`config.mk`:
```
export PLATFORM = sky130hd
export DESIGN_NAME = bp_update_scheduler
export DESIGN_NICKNAME = d
export VERILOG_FILES = /design/src/rtl/bp_update_scheduler_pkg.sv /design/src/rtl/bp_update_fifo.sv /design/src/rtl/bp_update_scheduler.sv
export SDC_FILE = /design/constraint.sdc
export NUM_CORES = 1
export LEC_CHECK = 0
export CAP_MARGIN = 20
export CELL_PAD_IN_SITES_DETAIL_PLACEMENT = 1
export CELL_PAD_IN_SITES_GLOBAL_PLACEMENT = 1
export CORE_MARGIN = 5
export CORE_UTILIZATION = 54
export CTS_CLUSTER_DIAMETER = 30
export CTS_CLUSTER_SIZE = 30
export DETAILED_ROUTE_END_ITERATION = 16
export PLACE_DENSITY_LB_ADDON = 0.1
export RECOVER_POWER = 25
export SYNTH_ARGS = -nofsm -noshare
export SYNTH_HDL_FRONTEND = slang
export SYNTH_SLANG_ARGS = --single-unit
```
`constraint.sdc`:
```
create_clock -name clk_in -period 4.9 [get_ports clk_in]
set_input_delay 0.735 -clock clk_in [delete_from_list [all_inputs] [get_ports clk_in]]
set_output_delay 0.735 -clock clk_in [all_outputs]
set_load 0.005 [all_outputs]
```
`src/rtl/bp_update_scheduler_pkg.sv`:
```
// bp_update_scheduler_pkg: queue entry layout and helpers for the branch-update scheduler
package bp_update_scheduler_pkg;
  localparam int PC_W = 32;
  typedef struct packed {
    logic [PC_W-1:0] pc;
    logic            br;
  } bp_entry_t;
  function automatic logic [1:0] enq_count(input logic a, input logic b);
    return {1'b0, a} + {1'b0, b};
  endfunction
endpackage

```
`src/rtl/bp_update_fifo.sv`:
```
// bp_update_fifo: 2-write/1-read circular buffer of branch outcomes with occupancy count
module bp_update_fifo
  import bp_update_scheduler_pkg::*;
#(
  parameter int QW = 3
) (
  input  logic         clk_in,
  input  logic         rst_in,
  input  logic         wr0_en,
  input  bp_entry_t    wr0_data,
  input  logic         wr1_en,
  input  bp_entry_t    wr1_data,
  input  logic         rd_en,
  output bp_entry_t    rd_data,
  output logic [QW:0]  count
);
  localparam int DEPTH = 2 ** QW;
  bp_entry_t       mem [DEPTH];
  logic [QW-1:0]   head, tail, tail_p1;
  logic [1:0]      enq;
  assign enq     = enq_count(wr0_en, wr1_en);
  assign tail_p1 = tail + QW'(1);
  assign rd_data = mem[head];
  // storage writes: slot 1 is only used together with slot 0, so it always lands at tail+1
  always_ff @(posedge clk_in) begin
    if (wr0_en) mem[tail] <= wr0_data;
    if (wr1_en) mem[tail_p1] <= wr1_data;
  end
  // pointers wrap naturally at DEPTH; count tracks simultaneous push/pop
  always_ff @(posedge clk_in or posedge rst_in) begin
    if (rst_in) begin
      head  <= '0;
      tail  <= '0;
      count <= '0;
    end else begin
      head  <= head + QW'(rd_en);
      tail  <= tail + QW'(enq);
      count <= count + (QW + 1)'(enq) - (QW + 1)'(rd_en);
    end
  end
endmodule

```
`src/rtl/bp_update_scheduler.sv`:
```
// bp_update_scheduler: serialises dual-port ROB branch commits into a single predictor update port
module bp_update_scheduler
  import bp_update_scheduler_pkg::*;
#(
  parameter int QUEUE_WIDTH = 3
) (
  input  logic                   clk_in,
  input  logic                   rst_in,
  input  logic                   rdy_in,
  input  logic                   rob_to_bus_valid0,
  input  logic [31:0]            rob_to_bus_pc0,
  input  logic                   rob_to_bus_br0,
  input  logic                   rob_to_bus_valid1,
  input  logic [31:0]            rob_to_bus_pc1,
  input  logic                   rob_to_bus_br1,
  output logic                   bus_to_rob_ready,
  output logic                   bus_to_bp_ready,
  output logic [31:0]            bus_to_bp_pc,
  output logic                   bus_to_bp_actual_br,
  output logic [QUEUE_WIDTH:0]   bus_count
);
  localparam int DEPTH = 2 ** QUEUE_WIDTH;
  localparam logic [QUEUE_WIDTH:0] READY_MAX = (QUEUE_WIDTH + 1)'(DEPTH - 2);
  logic      acc, deq;
  bp_entry_t e0, e1, head_entry;
  assign bus_to_rob_ready = bus_count <= READY_MAX;
  assign acc = rdy_in & bus_to_rob_ready;
  assign deq = rdy_in & (bus_count != '0);
  assign e0  = rob_to_bus_valid0 ? {rob_to_bus_pc0, rob_to_bus_br0} : {rob_to_bus_pc1, rob_to_bus_br1};
  assign e1  = {rob_to_bus_pc1, rob_to_bus_br1};
  bp_update_fifo #(.QW(QUEUE_WIDTH)) u_fifo (
    .clk_in   (clk_in),
    .rst_in   (rst_in),
    .wr0_en   (acc & (rob_to_bus_valid0 | rob_to_bus_valid1)),
    .wr0_data (e0),
    .wr1_en   (acc & rob_to_bus_valid0 & rob_to_bus_valid1),
    .wr1_data (e1),
    .rd_en    (deq),
    .rd_data  (head_entry),
    .count    (bus_count)
  );
  // output register: one update per ready cycle, pc/br hold when nothing issues
  always_ff @(posedge clk_in or posedge rst_in) begin
    if (rst_in) begin
      bus_to_bp_ready     <= 1'b0;
      bus_to_bp_pc        <= '0;
      bus_to_bp_actual_br <= 1'b0;
    end else if (rdy_in) begin
      bus_to_bp_ready <= deq;
      if (deq) begin
        bus_to_bp_pc        <= head_entry.pc;
        bus_to_bp_actual_br <= head_entry.br;
      end
    end
  end
endmodule

```
# ---- Word-level counts from Yosys, hierarchy flattened
# Memories as Yosys holds them, arrays and structs flattened. A register that Yosys moved wholly into a read port is not among the register bits.
# Index checks and enable logic that the tools add are counted.
dict set report classes {
  mux 5
  n_bitwise 6
  order_cmp 1
  n_addsub 6
  reduce_logical 2
}
# cell count
set op_table {}
lappend op_table {{33-bit 2-to-1 mux} 1}
lappend op_table {{1-bit bitwise AND} 5}
lappend op_table {{4-bit by 2-bit adder with 4-bit output} 1}
lappend op_table {{4-bit by 3-bit less-or-equal comparator with 1-bit output (second input constant)} 1}
lappend op_table {{1-bit 2-to-1 mux} 4}
lappend op_table {{4-bit nonzero test} 1}
lappend op_table {{4-bit by 1-bit subtractor with 4-bit output} 1}
lappend op_table {{3-bit by 1-bit adder with 3-bit output} 1}
lappend op_table {{3-bit by 1-bit adder with 3-bit output (second input constant)} 1}
lappend op_table {{3-bit by 2-bit adder with 3-bit output} 1}
lappend op_table {{1-bit by 1-bit adder with 2-bit output} 1}
lappend op_table {{2-bit AND reduction} 1}
lappend op_table {{1-bit OR} 1}
dict set report word_totals {
  ramBits 264
  ff_bits 11
  word_cells 25
  output_inout_bits 39
  inputBits 71
  n_memories 1
}
# memory words word_bits rd rd_clocked_by_memory_dff write_ports line
set memory_table {}
lappend memory_table {u_fifo.mem 8 33 1 1 2 bp_update_fifo.sv:18} ;# bp_entry_t mem [DEPTH];

# ---- Logic depth before layout (Yosys ltp)
# Gate-level depths: netlist of the first run.
dict set report depth {
  word_depth 7
  mapped_depth 14
  ltp_nobuf 13
}

# ---- By module
# Synthesis of the first run repeated with hierarchy kept, for this count alone.
dict set report hier_totals {
  hier_cells 856
  hier_area_um2 15492.4
}
# mod n_inst seq_area_each_um2 cells_per_inst area_per_inst_um2
set modules_own_cells {}
lappend modules_own_cells {bp_update_fifo 1 8177.8 741 13777.0}
lappend modules_own_cells {bp_update_scheduler 1 850.8 115 1715.4}

# ---- Least setup slack after synthesis of the first run
# No wires, ideal clock.
dict set report synth_timing {
  path_type {in2reg}
  start {in rob_to_bus_valid0}
  end {mem u_fifo.mem[5][0] (netlist bit) (enable)}
  required_ps 4466
  arrival_ps 3282
  path_buffers 2
  path_slack_ps 1184
  setup_ps 434
  cell_stages 6
  path_cell_list {buf_4 -> clkbuf_1 -> nor2_1 -> nor2_1 -> nand3_1 -> a21oi_1}
}
# item line
set synth_rtl {}
lappend synth_rtl {{start, declared} bp_update_scheduler.sv:10} ;# input logic rob_to_bus_valid0,
lappend synth_rtl {{end, declared} bp_update_fifo.sv:18}

==> results of run 1 <==
==> cell usage in the layout, fill, tap and decap left out, types with 2 or more instances in the layout <==
cell             Yosys  routed
mux2_2             288     288
clkbuf_1            26      20
xnor2_1              2       2
xor2_1               3       3
nand2_1             74      74
clkinv_8             0       2
ha_1                12      12
clkbuf_8             0       6
inv_1               15      15
a21oi_4              0       5
nand3_2              4       4
dfrtp_1             44      43
mux2i_1            132     132
clkdlybuf4s50_1      0      68
clkbuf_16            0      71
nor2b_4              0       2
inv_6                0       2
nor2b_1              6       4
buf_12               0       4
mux2_1               9       9
and2_1               2       2
edfxtp_1           264     264
nor2_1              10       8
clkinv_1             1       8
bufinv_16            0       3
clkinv_2             0      16
nand3_1             38      39
a22oi_1             69      69
buf_4                9      19
dlygate4sd3_1        0      40
nor2_4               1       5
fa_1                 2       2
==> worst max-delay path, cell delays in order <==
cell,delay [ps]
dlygate4sd3_1,610
nand3_1,710
nor2_1,1420
buf_4,560
==> metal layers <==
| metal | vias to the layer above | share of wire [%] | routed length (um) |
|---|---|---|---|
| li1 | 4415 | - | - |
| met1 | 5317 | 41 | 18600 |
| met2 | 353 | 51 | 23500 |
| met3 | 87 | 5.4 | 2480 |
| met4 | 0 | 2.5 | 1160 |
| met5 | - | 0 | 0 |
==> state kept, by name, summed over array words and instances, names as in the netlist <==
register             count
u_fifo.mem             264
bus_to_bp_pc            32
u_fifo.count             4
u_fifo.head              3
u_fifo.tail              3
bus_to_bp_actual_br      1
bus_to_bp_ready          1
==> per-stage QoR <==
| stage | std cells | hold slack (ps) | cell area [um2] | power (mW) | setup WS (ps) |
|---|---|---|---|---|---|
| 5_1_grt | 1639 | 496 | 19300 | 11.5 | 818 |
| 3_5_place_dp | 1514 | 467 | 17200 | 6.77 | 1370 |
| 3_3_place_gp | 1514 | 459 | 17200 | 6.66 | 1420 |
| 4_1_cts | 1639 | 477 | 19400 | 11.2 | 1540 |
| 6_report | 1639 | 467 | 19300 | 11.0 | 1010 |
| 2_1_floorplan | 1063 | 470 | 15700 | 5.56 | 1180 |
==> area by class of cell <==
type                    count  area [um2]
fillers                  2570        9370
inverters                  16        60.1
multi-input cells         671        6270
clock buffers              94        1920
flip-flops and latches    308        9030
repair buffers            135        1320
clock inverters            31         254
well taps                 384         480
==> cell usage after synthesis, drive strengths merged (2+ instances only) <==
cell / instances / area (um2)
nand2: 74 / 278
mux2i: 132 / 1320
nor2b: 6 / 37.5
a22oi: 69 / 518
xor2: 4 / 42.6
nand3: 43 / 248
mux2: 297 / 3340
inv: 15 / 56.3
fa: 2 / 40.0
dfrtp: 44 / 1100
ha: 12 / 150
nor2: 14 / 67.6
xnor2: 2 / 17.5
and2: 2 / 12.5
clkbuf: 26 / 97.6
edfxtp: 264 / 7930
a21oi: 6 / 30.0
buf: 42 / 269
==> kinds of logic after synthesis <==
| kind of cell | synth area share, % |
|---|---|
| XOR/XNOR | 0.384 |
| multiplexers | 29.8 |
| buffers and inverters | 2.72 |
| flip-flops | 57.7 |
| adder cells (fa/ha/maj) | 1.21 |
| AND/OR/NAND/NOR | 4.50 |
| AO/OA/AOI/OAI | 3.72 |
==> path summary, 6_finish.rpt <==
| kind | start | end |
|---|---|---|
| max | rdy_in | u_fifo.mem[0][16]$_DFFE_PP_ |
| min | bus_to_bp_pc[24]$_DFFE_PP0P_ | bus_to_bp_pc[24]$_DFFE_PP0P_ |
| max reg2reg | u_fifo.count[3]$_DFF_PP0_ | u_fifo.mem[0][16]$_DFFE_PP_ |
| min reg2reg | bus_to_bp_pc[24]$_DFFE_PP0P_ | bus_to_bp_pc[24]$_DFFE_PP0P_ |
| max in group asynchronous | rst_in | bus_to_bp_pc[3]$_DFFE_PP0P_ |
| min in group asynchronous | rst_in | bus_to_bp_pc[20]$_DFFE_PP0P_ |
==> power groups by stage <==
stage	Combinational, mW	Sequential, mW	Clock [mW]
after floorplan	1.98	3.58	0
after CTS	3.12	3.72	4.37
after detailed placement	3.03	3.74	0
after global placement	2.95	3.71	0
final	3.00	3.70	4.32
after global routing	3.24	3.74	4.53
==> flow_summary.json, run 1 <==
{
  "status": "complete, but fails checks",
  "failed_checks": "max-capacitance violations, max-slew violations",
  "die_y_um": 180,
  "cp-start-kind": "input pin",
  "postSynthCellCount": 1063,
  "met3_usage_pct": 4.82,
  "maxCapViolations": 5,
  "diodes": 0,
  "synth_top_flop_cell": "edfxtp_1",
  "cts_max_level": 3,
  "dp_hpwl_um": 23400,
  "critPathMaxFanout": 21,
  "use_met2_pct": 48.7,
  "synthDistinctLibCells": 36,
  "dieArea_um2": 32500,
  "drt_iter0_markers": 738,
  "postCtsSetupBuffers": 0,
  "setup_viol": 0,
  "power_frac_seq_pct": 33.6,
  "initial_utilization_pct": 54.6,
  "r2r_setup_slack_ps": 1050,
  "grt.busiest_layer": "met2",
  "port_buffers": 109,
  "via_count": 10200,
  "antenna_left": 0,
  "maxSlewViolCount": 108,
  "final_nets": 1286,
  "areaGrowthSynthToFinish_pct": 23.5,
  "cts.sinks": 308,
  "drive_above_1_share_pct": 34.7,
  "grt_pass1_wl_um": 70100,
  "rows": 62,
  "wire_per_inst_um": 27.9,
  "finalCriticalPeriod_ps": 3890,
  "combPwrFrac_pct": 27.2,
  "power.density_nw_per_um2": 570,
  "max_freq_mhz": 257,
  "arrival_ps": 4070,
  "dr.pass1.iters": 5,
  "grt_max_degree": 57,
  "hold_violations": 0,
  "endpoint_kind": "register",
  "synthesis.area_um2": 15700,
  "skew_ps": 21.4,
  "r2r_cells": 6,
  "clockRootBuffer": "clkbuf_16",
  "synth.avg_cell_area_um2": 14.7,
  "worst_pin_slew_ps": 2550,
  "vias_per_cell": 6.21,
  "rsz0062_at_grt": "false",
  "slew_headroom_pct": -69.7,
  "clk_latency_ps": 540,
  "p_clk_share_pct": 39.2,
  "grt.met1_usage_pct": 35.4,
  "critPathRequiredTime_ps": 5080,
  "yosys_warnings": 0,
  "cts_resized": 0,
  "grt_pass1_vias": 11400,
  "swShare_pct": 31.5,
  "clk_pin_slew_worst_paths_ps": 40,
  "fin_crit_sh_pct": 79.4,
  "die_x_um": 180,
  "cts_tree": "done",
  "cts_max_path_buffers": 3,
  "grtUsageTotal_pct": 27.8,
  "routabilityCongestion": 0.764,
  "vdd_drop_max_mv": 0.323,
  "leakagePower_nw": 7.22,
  "min_path_type": "reg -> reg",
  "final_util_pct": 67.4,
  "tns_ps": 0,
  "hold_buffers": 0,
  "ys_ff_latch": 308,
  "power_switching_mw": 3.48,
  "ioPinCount": 110,
  "fp.coreArea_um2": 28700,
  "synth-edff-count": 264,
  "crit_type": "in -> reg",
  "synth_fp_nets": 1148,
  "route.detailed.drc": 0,
  "ys_async_sr_fraction_pct": 14.3,
  "gr-total-overflow": 0,
  "totalWireLength_um": 45700,
  "antenna_found_initial": 0,
  "hold_depth": 2,
  "ys_seq_area_share_pct": 57.7,
  "cts-buffers-inserted": 69,
  "p_int_mw": 7.55
}
No activity file was read; power rests on OpenSTA's default activity.
==> inputs of run 2 (changes only) <==
--- a/config.mk
+++ b/config.mk
@@ -9,7 +9,7 @@
 export CELL_PAD_IN_SITES_DETAIL_PLACEMENT = 1
 export CELL_PAD_IN_SITES_GLOBAL_PLACEMENT = 1
 export CORE_MARGIN = 5
-export CORE_UTILIZATION = 54
+export CORE_UTILIZATION = 45
 export CTS_CLUSTER_DIAMETER = 30
 export CTS_CLUSTER_SIZE = 30
 export DETAILED_ROUTE_END_ITERATION = 16
==> constraint.sdc (replaced) <==
create_clock -name clk_in -period 3.4 [get_ports clk_in]
set_input_delay 0.51 -clock clk_in [delete_from_list [all_inputs] [get_ports clk_in]]
set_output_delay 0.51 -clock clk_in [all_outputs]
set_load 0.005 [all_outputs]
==> run 2 against run 1 <==
Effect of this change:
- the run now ends clean
- highest routed layer unchanged
- power up 55%
- critical path depth up 2
- utilization down 9.1 points
- register-to-register slack worse by 690 ps
- sequential share of layout area down 1.7 points
- critical path type is now reg -> reg
- clock skew about the same
==> flow_summary.json, run 2 (same netlist as run 1, synthesis figures left out) <==
{
  "grt_pass1_wl_um": 67000,
  "hold_violations": 0,
  "maxCapViolations": 0,
  "multiInputGateArea_um2": 6290,
  "hold_ws_ps": 465,
  "diodes": 0,
  "wl_met2_um": 21500,
  "maxSlewViolCount": 0,
  "worst_pin_slew_ps": 1230,
  "hold_buffers": 0,
  "routabilityCongestion": 0.748,
  "drt_iter0_markers": 555,
  "clk_pin_slew_worst_paths_ps": 40,
  "fin_crit_sh_pct": 89.3,
  "dp_hpwl_um": 24300,
  "final_cell_mix": "mux2_2 (288), edfxtp_1 (264), mux2i_1 (132)",
  "nFillCells": 3224,
  "crit_type": "reg -> reg",
  "critPathRequiredTime_ps": 3560,
  "totalWireLength_um": 43900,
  "critPathMaxFanout": 14,
  "endpoint_kind": "register",
  "antenna_found_initial": 0,
  "skew_ps": 21.3,
  "initial_utilization_pct": 45.4,
  "postCtsSetupBuffers": 0,
  "power.density_nw_per_um2": 853,
  "grt_max_degree": 36,
  "fp.coreArea_um2": 34500,
  "place_area_um2": 17500,
  "rsz0062_at_grt": "false",
  "grt_pass1_vias": 11100,
  "cts.sinks": 308,
  "rows": 68,
  "clk_latency_ps": 570,
  "die_x_um": 197,
  "via_count": 9857,
  "gr-total-overflow": 0,
  "r2r_start": "u_fifo.tail[1]$_DFF_PP0_",
  "wire_per_inst_um": 25.3,
  "top_layer": "met4",
  "met3_length_um": 1520,
  "dr.pass1.iters": 5,
  "die_y_um": 197,
  "vdd_drop_max_mv": 0.431,
  "final_util_pct": 58.2,
  "min_path_type": "reg -> reg",
  "drt-met1-wl_um": 19900,
  "cp-start-kind": "register",
  "slew_headroom_pct": 18.1,
  "tns_ps": 0,
  "vias_per_cell": 5.69,
  "ioPinCount": 110,
  "top_register": "u_fifo.mem",
  "finalInstanceArea_um2": 20100,
  "setup_viol": 0,
  "largest_register_ffs": 264,
  "port_buffers": 109,
  "cts_max_level": 3,
  "leakagePower_nw": 7.51,
  "cts-buffers-inserted": 72,
  "dieArea_um2": 38600,
  "ff_latch_area_um2": 9030,
  "timing.critical_path.from": "u_fifo.tail[1]$_DFF_PP0_",
  "finalCriticalPeriod_ps": 3040,
  "clockRootBuffer": "clkbuf_16",
  "drive_above_1_share_pct": 36.1,
  "grtUsageTotal_pct": 22.7,
  "antenna_left": 0,
  "hp-start": "bus_to_bp_pc[19]$_DFFE_PP0P_",
  "final_nets": 1302,
  "status": "finished clean",
  "areaGrowthSynthToFinish_pct": 28.1,
  "reg.largest.list": "u_fifo.mem: 264 flops, bus_to_bp_pc: 32 flops, u_fifo.count: 4 flops",
  "max_freq_mhz": 329,
  "route.detailed.drc": 0,
  "cts_tree": "done",
  "layout_commonest_cell": "mux2_2",
  "cts_resized": 0,
  "arrival_ps": 3200,
  "cts_max_path_buffers": 3
}
## run 2: final cells by class
| class | instances | share of cell area, % |
|---|---|---|
| flip-flops and latches | 308 | 45.0 |
| multi-input cells | 671 | 31.4 |
| clock buffers | 94 | 10.0 |
| repair buffers | 148 | 7.51 |
| clock inverters | 39 | 2.97 |
| well taps | 455 | 2.84 |
| inverters | 16 | 0.299 |
## run 2: layer usage
| metal | up-vias | GRT usage, % |
|---|---|---|
| met4 | 0 | 6.80 |
| met2 | 201 | 38.4 |
| met5 | - | 0 |
| li1 | 4444 | - |
| met1 | 5126 | 30.3 |
| met3 | 86 | 3.66 |
## run 2: where the power goes
part / switching (mW) / total [mW] / internal (mW)
clock network: 2.12 / 7.38 / 5.26
logic: 2.56 / 4.50 / 1.94
registers: 0.360 / 5.23 / 4.87
## run 2: final timing paths
check,cells after the start,to,slack [ps]
min reg2reg,2,bus_to_bp_pc[19]$_DFFE_PP0P_,470
min,2,bus_to_bp_pc[19]$_DFFE_PP0P_,470
max reg2reg,6,u_fifo.mem[6][29]$_DFFE_PP_,360
min in group asynchronous,2,bus_to_bp_pc[12]$_DFFE_PP0P_,560
max in group asynchronous,3,bus_to_bp_pc[30]$_DFFE_PP0P_,1840
max,6,u_fifo.mem[6][29]$_DFFE_PP_,360
## run 2: through the flow
| stage | setup slack, ps | instances | power (mW) |
|---|---|---|---|
| floorplan | 188 | 1063 | 8.01 |
| global placement | 489 | 1598 | 9.83 |
| detailed placement | 404 | 1598 | 9.92 |
| CTS | 665 | 1731 | 17.4 |
| global route | 278 | 1731 | 17.9 |
| finish | 364 | 1731 | 17.1 |
## run 2: worst max-delay path: stages (launching register included)
cell	delay, ps
dfrtp_1	390
ha_1	240
xnor2_1	170
nor2_1	480
nand3_1	220
a21oi_4	210
clkbuf_1	930
